==> src/rtl/fft_ram_reader.sv <==
// Streams an N-point FFT result out of four interleaved RAM banks, in natural or bit-reversed
// order, through a two-entry output buffer so that iREADY back-pressure never drops a sample.
module fft_ram_reader #(
    parameter int D_BIT = 17,
    parameter int A_BIT = 10
) (
    input  logic             iCLK,
    input  logic             iRESET,
    input  logic             iSTART,
    input  logic             iBIT_REV,
    output logic [A_BIT-1:0] oADDR_RD_0,
    output logic [A_BIT-1:0] oADDR_RD_1,
    output logic [A_BIT-1:0] oADDR_RD_2,
    output logic [A_BIT-1:0] oADDR_RD_3,
    input  logic [D_BIT-1:0] iDATA_RE_0,
    input  logic [D_BIT-1:0] iDATA_RE_1,
    input  logic [D_BIT-1:0] iDATA_RE_2,
    input  logic [D_BIT-1:0] iDATA_RE_3,
    input  logic [D_BIT-1:0] iDATA_IM_0,
    input  logic [D_BIT-1:0] iDATA_IM_1,
    input  logic [D_BIT-1:0] iDATA_IM_2,
    input  logic [D_BIT-1:0] iDATA_IM_3,
    output logic [D_BIT-1:0] oDATA_RE,
    output logic [D_BIT-1:0] oDATA_IM,
    output logic [A_BIT+1:0] oINDEX,
    output logic             oVALID,
    input  logic             iREADY,
    output logic             oBUSY,
    output logic             oDONE
);
    localparam int K_BIT = A_BIT + 2;
    localparam logic [K_BIT-1:0] LAST_IDX = '1;

    typedef enum logic [1:0] {IDLE, RUN, DRAIN} state_t;
    state_t state, stateNext;

    logic [K_BIT-1:0] rdIdx;
    logic [K_BIT-1:0] rdLoc;
    logic             bitRev;
    logic             issue;
    logic             transfer;
    logic             lastXfer;
    logic [1:0]       occAfter;

    logic             flightValid;
    logic [1:0]       flightBank;
    logic [K_BIT-1:0] flightIdx;
    logic [D_BIT-1:0] inRe, inIm;

    logic             outValid, skidValid;
    logic [D_BIT-1:0] outRe, outIm, skidRe, skidIm;
    logic [K_BIT-1:0] outIdx, skidIdx;
    logic             done;

    function automatic logic [K_BIT-1:0] bitReverse(input logic [K_BIT-1:0] x);
        logic [K_BIT-1:0] r;
        r = '0;
        for (int unsigned i = 0; i < K_BIT; i++) begin
            r[i] = x[K_BIT-1-i];
        end
        return r;
    endfunction

    assign rdLoc      = bitRev ? bitReverse(rdIdx) : rdIdx;
    assign oADDR_RD_0 = rdLoc[K_BIT-1:2];
    assign oADDR_RD_1 = rdLoc[K_BIT-1:2];
    assign oADDR_RD_2 = rdLoc[K_BIT-1:2];
    assign oADDR_RD_3 = rdLoc[K_BIT-1:2];

    assign transfer = outValid & iREADY;
    assign lastXfer = transfer && (outIdx == LAST_IDX);
    // Entries still held after this edge: buffered + in flight, minus what the sink takes now.
    assign occAfter = 2'(outValid) + 2'(skidValid) + 2'(flightValid) - 2'(transfer);

    always_comb begin
        stateNext = state;
        issue     = 1'b0;
        case (state)
            IDLE: begin
                if (iSTART) stateNext = RUN;
            end
            RUN: begin
                if (occAfter < 2'd2) begin
                    issue = 1'b1;
                    if (rdIdx == LAST_IDX) stateNext = DRAIN;
                end
            end
            DRAIN: begin
                if (lastXfer) stateNext = IDLE;
            end
            default: stateNext = IDLE;
        endcase
    end

    always_ff @(posedge iCLK) begin
        if (iRESET) state <= IDLE;
        else        state <= stateNext;
    end

    always_ff @(posedge iCLK) begin
        if (iRESET) begin
            rdIdx       <= '0;
            bitRev      <= 1'b0;
            flightValid <= 1'b0;
            flightBank  <= '0;
            flightIdx   <= '0;
            done        <= 1'b0;
        end else begin
            if (state == IDLE && iSTART) begin
                rdIdx  <= '0;
                bitRev <= iBIT_REV;
            end else if (issue && rdIdx != LAST_IDX) begin
                rdIdx <= rdIdx + K_BIT'(1);
            end
            flightValid <= issue;
            flightBank  <= rdLoc[1:0];
            flightIdx   <= rdIdx;
            done        <= (state == DRAIN) && lastXfer;
        end
    end

    always_comb begin
        inRe = iDATA_RE_0;
        inIm = iDATA_IM_0;
        case (flightBank)
            2'd1: begin inRe = iDATA_RE_1; inIm = iDATA_IM_1; end
            2'd2: begin inRe = iDATA_RE_2; inIm = iDATA_IM_2; end
            2'd3: begin inRe = iDATA_RE_3; inIm = iDATA_IM_3; end
            default: ;
        endcase
    end

    // Output register refills from the skid entry first, so ordering is kept under stalls.
    always_ff @(posedge iCLK) begin
        if (iRESET) begin
            outValid  <= 1'b0;
            outRe     <= '0;
            outIm     <= '0;
            outIdx    <= '0;
            skidValid <= 1'b0;
            skidRe    <= '0;
            skidIm    <= '0;
            skidIdx   <= '0;
        end else if (!outValid || transfer) begin
            if (skidValid) begin
                outValid  <= 1'b1;
                outRe     <= skidRe;
                outIm     <= skidIm;
                outIdx    <= skidIdx;
                skidValid <= flightValid;
                if (flightValid) begin
                    skidRe  <= inRe;
                    skidIm  <= inIm;
                    skidIdx <= flightIdx;
                end
            end else begin
                outValid <= flightValid;
                if (flightValid) begin
                    outRe  <= inRe;
                    outIm  <= inIm;
                    outIdx <= flightIdx;
                end
            end
        end else if (flightValid) begin
            skidValid <= 1'b1;
            skidRe    <= inRe;
            skidIm    <= inIm;
            skidIdx   <= flightIdx;
        end
    end

    assign oDATA_RE = outRe;
    assign oDATA_IM = outIm;
    assign oINDEX   = outIdx;
    assign oVALID   = outValid;
    assign oBUSY    = (state != IDLE);
    assign oDONE    = done;
endmodule

==> config.mk <==
export PLATFORM = sky130hd
export DESIGN_NAME = fft_ram_reader
export DESIGN_NICKNAME = d
export VERILOG_FILES = /design/src/rtl/fft_ram_reader.sv
export SDC_FILE = /design/constraint.sdc
export NUM_CORES = 1
export LEC_CHECK = 0
export CORE_UTILIZATION = 25
export DETAILED_ROUTE_END_ITERATION = 7
export GPL_TIMING_DRIVEN = 0
export PLACE_DENSITY = 0.49
export SETUP_SLACK_MARGIN = 0.15
export SLEW_MARGIN = 10
export SYNTH_ARGS = -nofsm -noshare
export SYNTH_HDL_FRONTEND = slang
export SYNTH_SLANG_ARGS = --single-unit
==> constraint.sdc <==
create_clock -name iCLK -period 2.3 [get_ports iCLK]
set_input_delay 0.46 -clock iCLK [delete_from_list [all_inputs] [get_ports iCLK]]
set_output_delay 0.46 -clock iCLK [all_outputs]
set_load 0.01 [all_outputs]
==> metrics.cfg, run 1 <==
[outcome]
outcome=finished clean

[flow_run]
cap_violations=0

[clocking]
clock_latency_ns=0.41
htreeDepth=4
clock_sinks=125
clock_path_buffers=2
cts-buffers-inserted=17
cts_tree=yes
clk_pin_slew_ns=0.06
clockRootBuffer=clkbuf_16

[power]
p_sw_share_pct=23.20
leakage_nw=3.502
pwr-share-comb_pct=13.8
power.density_nw_per_um2=609.6
peakVddDrop_uv=450.6
p_int_w=0.004604
p_clk_share_pct=48.1
p_sw_w=0.001391
p_seq_share_pct=38.1

[floorplanning]
die_h_um=160.0
num_rows=57
start_util_pct=25.58
dieArea_um2=25600
pin_count=230
die_x_um=160.0
coreArea_um2=24390

[detailed_routing]
drtAntennaViolNets=0
met2_length_um=10100
highest_layer=met4
wl_met1_um=8960
wl_per_cell_um=16.34
routed_wl_um=20570
wl_met3_um=1411
drt-pass1-iter-count=4
via_count=5709
drc=0
first_iter_violations=249
vias_per_cell=4.535

[finish]
antenna-diode-count=0
fin_cells=1259
final.fill_count=2442
fin_util_pct=40.32
drive_gt1_share_pct=21.60
nets=1066
synthToLayoutAreaGrowth_pct=57.61
layout_common_cells=clkdlybuf4s50_1, dfxtp_1, nand2_1, nor2_1
layout.cells.most_common=clkdlybuf4s50_1

[grt]
grt_pass1_vias=5632
grt_overflow=0
groute.usage.overall_pct=16.08
grt_pass1_wl_um=31900
grt_max_degree=17
antenna_found_initial=0

[critical_path]
path_cells=buf_8 -> inv_2 -> ha_4 -> inv_2 -> ha_4 -> a21oi_4 -> mux2i_4 -> buf_6 -> nor4_1 -> a211oi_1
cp.required_ns=2.63
slowest_delay_ns=0.43
critical_path.top_delay_family=adder cells
cp-end-kind=flip-flop
cp.arrival_ns=2.44
crit_fanout=6
worst_setup_path_start_kind=flip-flop
critical_path_class=reg -> reg
slowest_stage=mux2i_4
crit_buf_inv=4

[placement]
hpwl_um=15480
dp_cells=1210
gp_congestion=0.7920
port_buffers=228

[logic_synthesis]
synth_fp_nets=802
syn_avg_cell_area_um2=9.483
ys_types=44
ys_seq_area_share_pct=40.10
ys_warn_count=0
netlist_area_um2=6240
ys_ff_latch=125
syn-instance-count=658

[timing]
period_minus_slack_ns=2.119
fin_tns_setup_ns=0
finalSetupViolCount=0
slew_headroom_pct=46.26
drv_slew=0
fmax_ghz=0.4719
timing_hold_violations_final=0
max_slew.worst_pin.slew_ns=0.8062
rsz0062_at_grt=yes
post-route-period-util_pct=92.13
skew_ns=0.009337

[hold_path]
hp-class=reg -> reg

cells in the mapped netlist (all sizes together):
library cell	count	area [um^2]
nand3b	1	7.510
nor4	6	37.54
a41oi	1	8.760
mux4	34	765.7
mux2	10	112.6
buf	67	444.2
a21o	2	15.01
and3	4	26.28
a21oi	57	296.5
inv	5	18.77
nand3	3	15.01
o21a	1	7.510
or3b	1	8.760
ha	3	37.54
nor2	58	217.7
nand2	103	386.6
a211oi	47	352.8
clkbuf	29	111.4
xor2	1	8.760
or3	4	26.28
or4	5	37.54
and3b	1	8.760
and4	2	17.52
mux2i	53	534.3
nor2b	12	75.07
nand4b	1	8.760
o31ai	5	37.54
dfxtp	125	2502
nand4	6	37.54
or2	2	12.51
o21ai	5	28.78
o41ai	1	8.760
nor3	1	5.000
nor3b	2	20.02
worst min-delay path: stages, from the launching register on:
cell	delay (ns)
dfxtp_1	0.31
nand2_1	0.05
a21oi_1	0.05
through the flow:
stage / cell area, um^2 / total power (W) / setup slack, ns / hold slack [ns]
after floorplan: 6262 / 0.002649 / 0.1863 / 0.4312
after global placement: 8950 / 0.003117 / -0.5197 / 0.4393
after detailed placement: 8950 / 0.003122 / -0.5248 / 0.4461
after CTS: 9829 / 0.006069 / 0.07097 / 0.4536
after global routing: 9834 / 0.006235 / 0.1034 / 0.4645
final: 9834 / 0.005995 / 0.1810 / 0.4490
registers in the layout (all words and copies together), names as in the netlist:
name and cells:
bitRev 1, flightBank 2, flightIdx 12, flightValid 1, oDATA_IM 17, oDATA_RE 17, oDONE 1, oINDEX 12
oVALID 1, rdIdx 12, skidIdx 12, skidIm 17, skidRe 17, skidValid 1, state 2
power by group through the flow:
stage	combinational (W)	clock [W]	sequential, W
after floorplan	0.000304	0	0.00235
after global placement	0.000788	0	0.00233
after detailed placement	0.000790	0	0.00233
after CTS	0.000832	0.00295	0.00228
after global routing	0.000892	0.00305	0.00229
final	0.000827	0.00289	0.00228
kinds of logic (layout without fill, tap and decap cells):
group | count (synthesis) | count (layout) | share of synthesized area, %
flops | 125 | 125 | 40.10
xor+xnor | 1 | 1 | 0.1404
compound gates | 119 | 119 | 12.11
mux | 97 | 98 | 22.64
buf+inv | 101 | 377 | 9.204
simple gates | 212 | 212 | 15.20
fa+ha+maj | 3 | 3 | 0.6016
final timing paths:
kind	from	to	slack (ns)	cells past startpoint
setup / recovery	flightValid	rdIdx[10]	0.18	10
hold / removal	flightIdx[1]	skidIdx[1]	0.45	2
setup reg to reg	flightValid	rdIdx[10]	0.18	10
hold reg to reg	flightIdx[1]	skidIdx[1]	0.45	2
repair_timing:
action	4_1_cts	5_1_grt
hold buffers	0	0
gates cloned	3	0
hold endpoints to repair	0	0
gates resized for setup	96	30
buffers inserted	12	2
pin swaps	4	6
endpoints found under the setup margin	53	35
layer usage:
metal | track usage, % | vias to the layer above
met5 | 0 | -
met3 | 4.078 | 8
li1 | - | 2843
met4 | 3.377 | 0
met1 | 20.37 | 2674
met2 | 27.45 | 184
area by class of cell:
class	count	area [um^2]	share of cell area [%]
Clock buffer	19	452.9	4.606
Timing Repair Buffer	244	2340	23.79
Tap cell	324	405.4	4.122
Buffer	96	591.8	6.018
Inverter	5	18.77	0.1908
Multi-Input combinational cell	433	3324	33.80
Sequential cell	125	2514	25.56
Clock inverter	13	187.7	1.908
Power figures use the tool's default switching activity.
==> run 2, diff against run 1 <==
--- a/config.mk
+++ b/config.mk
@@ -5,10 +5,10 @@
 export SDC_FILE = /design/constraint.sdc
 export NUM_CORES = 1
 export LEC_CHECK = 0
-export CORE_UTILIZATION = 25
+export CORE_UTILIZATION = 41
 export DETAILED_ROUTE_END_ITERATION = 7
 export GPL_TIMING_DRIVEN = 0
-export PLACE_DENSITY = 0.49
+export PLACE_DENSITY = 0.75
 export SETUP_SLACK_MARGIN = 0.15
 export SLEW_MARGIN = 10
 export SYNTH_ARGS = -nofsm -noshare
==> run 2 against run 1 <==
Highest routed layer unchanged. The flow now finishes with violations (design-rule violations). Clock skew fell by 0.0039 ns. Flip-flop and latch count did not move. Die area fell by 39%.
==> metrics.cfg, run 2 (synthesis results as in run 1) <==
[outcome]
outcome=complete, but fails checks
violations=design-rule violations

[detailed_routing]
routed_wl_um=18900
first_iter_violations=368
drc=7
vias_per_cell=5.233
via_count=5871
wl_per_cell_um=16.85
drt-pass1-iter-count=7
drtAntennaViolNets=0

[grt]
use_met1_pct=30.85
grt_overflow=0
use_met2_pct=39.80
grt.busiest_layer=met2
antenna_found_initial=0
grt_max_degree=17
groute.usage.overall_pct=24.36
grt_pass1_wl_um=29660
grt_pass1_vias=5781
grt.met3_usage_pct=6.632

[hold_path]
hp-class=reg -> reg
hold_end=skidIdx[2]
min_path_cells=2
worstHoldStart=skidIdx[2]

[timing]
skew_ns=0.005478
period_minus_slack_ns=2.133
rsz0062_at_grt=yes
finalSetupViolCount=0
fin_tns_setup_ns=0
max_slew.worst_pin.slew_ns=0.7568
drv_slew=0
fmax_ghz=0.4687
timing_hold_violations_final=0
post-route-period-util_pct=92.75
slew_headroom_pct=49.55
fin_ws_ns=0.1667

[floorplanning]
coreArea_um2=14700
start_util_pct=42.45
num_rows=44
die_h_um=125.4
pin_count=230
die_x_um=125.4
dieArea_um2=15720

[finish]
antenna-diode-count=0
synthToLayoutAreaGrowth_pct=55.58
fin_cells=1122
drive_gt1_share_pct=21.75
layout.cells.most_common=clkdlybuf4s50_1
nets=1070
layout_common_cells=clkdlybuf4s50_1, dfxtp_1, nand2_1, buf_4, nor2_1
design_area_um2=9708

[critical_path]
critical_path.top_delay_family=adder cells
cpMostUsedCell=ha_4
cp-end-kind=flip-flop
crit_fanout=4
crit_buf_inv=4
slowest_delay_ns=0.46
cp.required_ns=2.64
worstReg2RegStart=flightValid
critical_path_class=reg -> reg
rrSetupSlack_ns=0.17
reg2reg_depth=10
cp.arrival_ns=2.47
path_cells=buf_8 -> inv_4 -> ha_4 -> inv_2 -> ha_4 -> a21oi_4 -> mux2i_4 -> clkbuf_16 -> or4_1 -> a21oi_1
worst_setup_path_start_kind=flip-flop
slowest_stage=or4_1
r2r-end=rdIdx[2]
crit_path_start=flightValid
crit_cells=10

[placement]
dp_cells=1070
pre_cts_ws_ns=-0.5401
gp_congestion=0.8455
placed_area_um2=8775
hpwl_um=13830
port_buffers=228

[power]
pwr-share-comb_pct=14.0
power.density_nw_per_um2=610.5
peakVddDrop_uv=608.5
leakage_nw=3.653
p_int_w=0.004632
p_seq_share_pct=38.5
p_clk_share_pct=47.4
p_total_w=0.005927
p_sw_w=0.001294
p_sw_share_pct=21.84

[flow_run]
cap_violations=0

[clocking]
clock_path_buffers=2
htreeDepth=4
clock_latency_ns=0.42
clk_pin_slew_ns=0.05
cts_tree=yes
clock_sinks=125
hold_buffers=0
cts-buffers-inserted=17
clockRootBuffer=clkbuf_16

## run 2: worst max path at each step
| stage | slack, ns | end |
|---|---|---|
| floorplan | 0.19 | rdIdx[8] |
| global placement | -0.50 | rdIdx[10] |
| detailed placement | -0.54 | rdIdx[10] |
| CTS | 0.02 | oADDR_RD_0[2] |
| global route | 0.13 | rdIdx[2] |
| finish | 0.17 | rdIdx[2] |
## run 2: repair_timing
action | in CTS | in global routing
pin swaps | 14 | 6
cloned | 3 | 0
resized for setup | 82 | 44
setup buffers | 17 | 1
endpoints found under the setup margin | 53 | 39
## run 2: through the flow
step                util [%]  hold WS (ns)
finish                 66.05        0.4535
global route           66.05        0.4717
global placement       59.70        0.4386
CTS                    65.81        0.4528
detailed placement     59.70        0.4442
floorplan                  -        0.4312
## run 2: power by group through the flow
stage	Clock [W]	Combinational, W	Sequential (W)
4_1_cts	0.00284	0.000827	0.00228
3_5_place_dp	0	0.000777	0.00233
3_3_place_gp	0	0.000766	0.00232
6_report	0.00281	0.000833	0.00228
2_1_floorplan	0	0.000304	0.00235
5_1_grt	0.00293	0.000891	0.00229
## run 2: per-layer routing
layer	wire (um)	up-vias
met5	0	-
met4	417	0
met3	1271	30
met2	9172	235
met1	8040	2762
li1	-	2844
## run 2: cell type report
cell class,count,area (um^2)
Clock inverter,6,132.6
Fill cell,1177,4991
Multi-Input combinational cell,432,3319
Buffer,96,590.6
Clock buffer,25,485.5
Timing Repair Buffer,249,2412
Tap cell,184,230.2
Inverter,5,21.27
Sequential cell,125,2516
## run 2: worst min-delay path: stages, from the launching register on
cell and delay [ns]:
dfxtp_1 0.30, nand2_1 0.05, a21oi_1 0.05
==> run 3, diff against run 2 <==
--- a/config.mk
+++ b/config.mk
@@ -10,6 +10,7 @@
 export GPL_TIMING_DRIVEN = 0
 export PLACE_DENSITY = 0.75
 export SETUP_SLACK_MARGIN = 0.15
+export SKIP_CTS_REPAIR_TIMING = 1
 export SLEW_MARGIN = 10
 export SYNTH_ARGS = -nofsm -noshare
 export SYNTH_HDL_FRONTEND = slang
==> run 3 against run 2 <==
The run still ends with design-rule violations left. Utilization is 0.20 points lower. Global-route usage decreased by 0.85 points. Final cell count fell by 0.98%. Largest cell class unchanged.
==> metrics.cfg, run 3 (synthesis results as in run 1) <==
[clocking]
clock_path_buffers=2
cts-buffers-inserted=17
clk_pin_slew_ns=0.05
clock_latency_ns=0.41
htreeDepth=4
cts_tree=yes
clock_sinks=125
clockRootBuffer=clkbuf_16

[floorplanning]
die_h_um=125.4
dieArea_um2=15720
start_util_pct=42.45
pin_count=230
die_x_um=125.4
coreArea_um2=14700
num_rows=44

[detailed_routing]
vias_per_cell=5.254
via_count=5837
first_iter_violations=435
drtAntennaViolNets=0
routed_wl_um=18600
drc=7
drt-pass1-iter-count=7
wl_per_cell_um=16.75

[timing]
period_minus_slack_ns=2.258
slew_headroom_pct=50.01
post-route-period-util_pct=98.18
finalSetupViolCount=0
max_slew.worst_pin.slew_ns=0.7499
fin_tns_setup_ns=0
hold-worst-slack_ns=0.4538
fmax_ghz=0.4428
skew_ns=0.004664
timing_hold_violations_final=0
rsz0062_at_grt=yes
drv_slew=0

[finish]
nets=1059
fin_util_pct=65.84
antenna-diode-count=0
layout_common_cells=clkdlybuf4s50_1, dfxtp_1, nand2_1, buf_4, nor2_1
design_area_um2=9678
drive_gt1_share_pct=21.36
synthToLayoutAreaGrowth_pct=55.10
layout.cells.most_common=clkdlybuf4s50_1

[critical_path]
worst_setup_path_start_kind=flip-flop
r2r-end=rdIdx[2]
crit_fanout=5
cp-end-kind=output pin
rrSetupSlack_ns=0.15
cp.arrival_ns=1.80
critical_path_class=reg -> out
reg2reg_depth=10
cp.required_ns=1.84
worstReg2RegStart=flightValid

[outcome]
outcome=complete, but fails checks
violations=design-rule violations

[hold_path]
worstHoldStart=flightIdx[0]
hp-class=reg -> reg
hold_end=skidIdx[0]
min_path_cells=2

[placement]
gp_congestion=0.8455
port_buffers=228
hpwl_um=13830
placed_area_um2=8775

[flow_run]
cap_violations=0

[grt]
grt_overflow=0
grt_pass1_vias=5576
grt_max_degree=17
antenna_found_initial=0
groute.usage.overall_pct=23.51
grt_pass1_wl_um=28690

[power]
leakage_nw=3.866
peakVddDrop_uv=608.5
power.density_nw_per_um2=609.7

[run 3: changes by cell type in the layout (fill, tap and decap cells not counted), sizes merged]
| cell | previous run | this run |
|---|---|---|
| clkdlybuf4s50 | 187 | 189 |
| dlymetal6s2s | 8 | 27 |
| clkdlybuf4s15 | 6 | 0 |
| dlygate4sd2 | 13 | 0 |
| clkbuf | 68 | 52 |
| buf | 88 | 91 |
[run 3: critical path, cell delays in order (launching register included)]
cell and delay [ns]:
dfxtp_4 0.39, mux2_2 0.39, buf_4 0.14, clkdlybuf4s50_1 0.46
[run 3: how the worst max path moves through the flow]
stage                        start       endpoint  slack (ns)  depth (start not counted)
final                       bitRev  oADDR_RD_3[2]        0.04                          3
after CTS                   bitRev  oADDR_RD_1[5]       -0.50                          4
after detailed placement    iREADY      rdIdx[10]       -0.54                         11
after global routing      rdIdx[7]  oADDR_RD_3[2]        0.01                          4
after floorplan             iREADY       rdIdx[8]        0.19                          9
after global placement      iREADY      rdIdx[10]       -0.50                         11
[run 3: cell type report]
cell class	count	area [um^2]
Tap cell	184	230.2
Inverter	5	23.77
Sequential cell	125	2517
Buffer	96	578.1
Clock inverter	6	132.6
Timing Repair Buffer	238	2400
Clock buffer	25	485.5
Multi-Input combinational cell	432	3311
Fill cell	1172	5021
[run 3: routing by layer]
| metal | global-route usage, % | up-vias | part of all wire, % |
|---|---|---|---|
| met5 | 0 | - | 0 |
| met2 | 38.19 | 225 | 49 |
| met4 | 7.604 | 0 | 1.8 |
| met1 | 30.25 | 2762 | 43 |
| li1 | - | 2822 | - |
| met3 | 6.504 | 28 | 6.7 |
[run 3: where the power goes]
part | total [W] | internal [W] | switching, W
sequential | 0.00228 | 0.00224 | 0.0000467
combinational | 0.000808 | 0.000486 | 0.000322
clock | 0.00281 | 0.00189 | 0.000918
[run 3: through the flow]
stage                     instances  setup slack, ns  power, W
after global routing           1111          0.01328  0.006088
final                          1111          0.04187  0.005901
after CTS                      1101          -0.5035  0.005899
after detailed placement       1070          -0.5401  0.003103
after floorplan                 658           0.1863  0.002649
after global placement         1070          -0.5040  0.003088
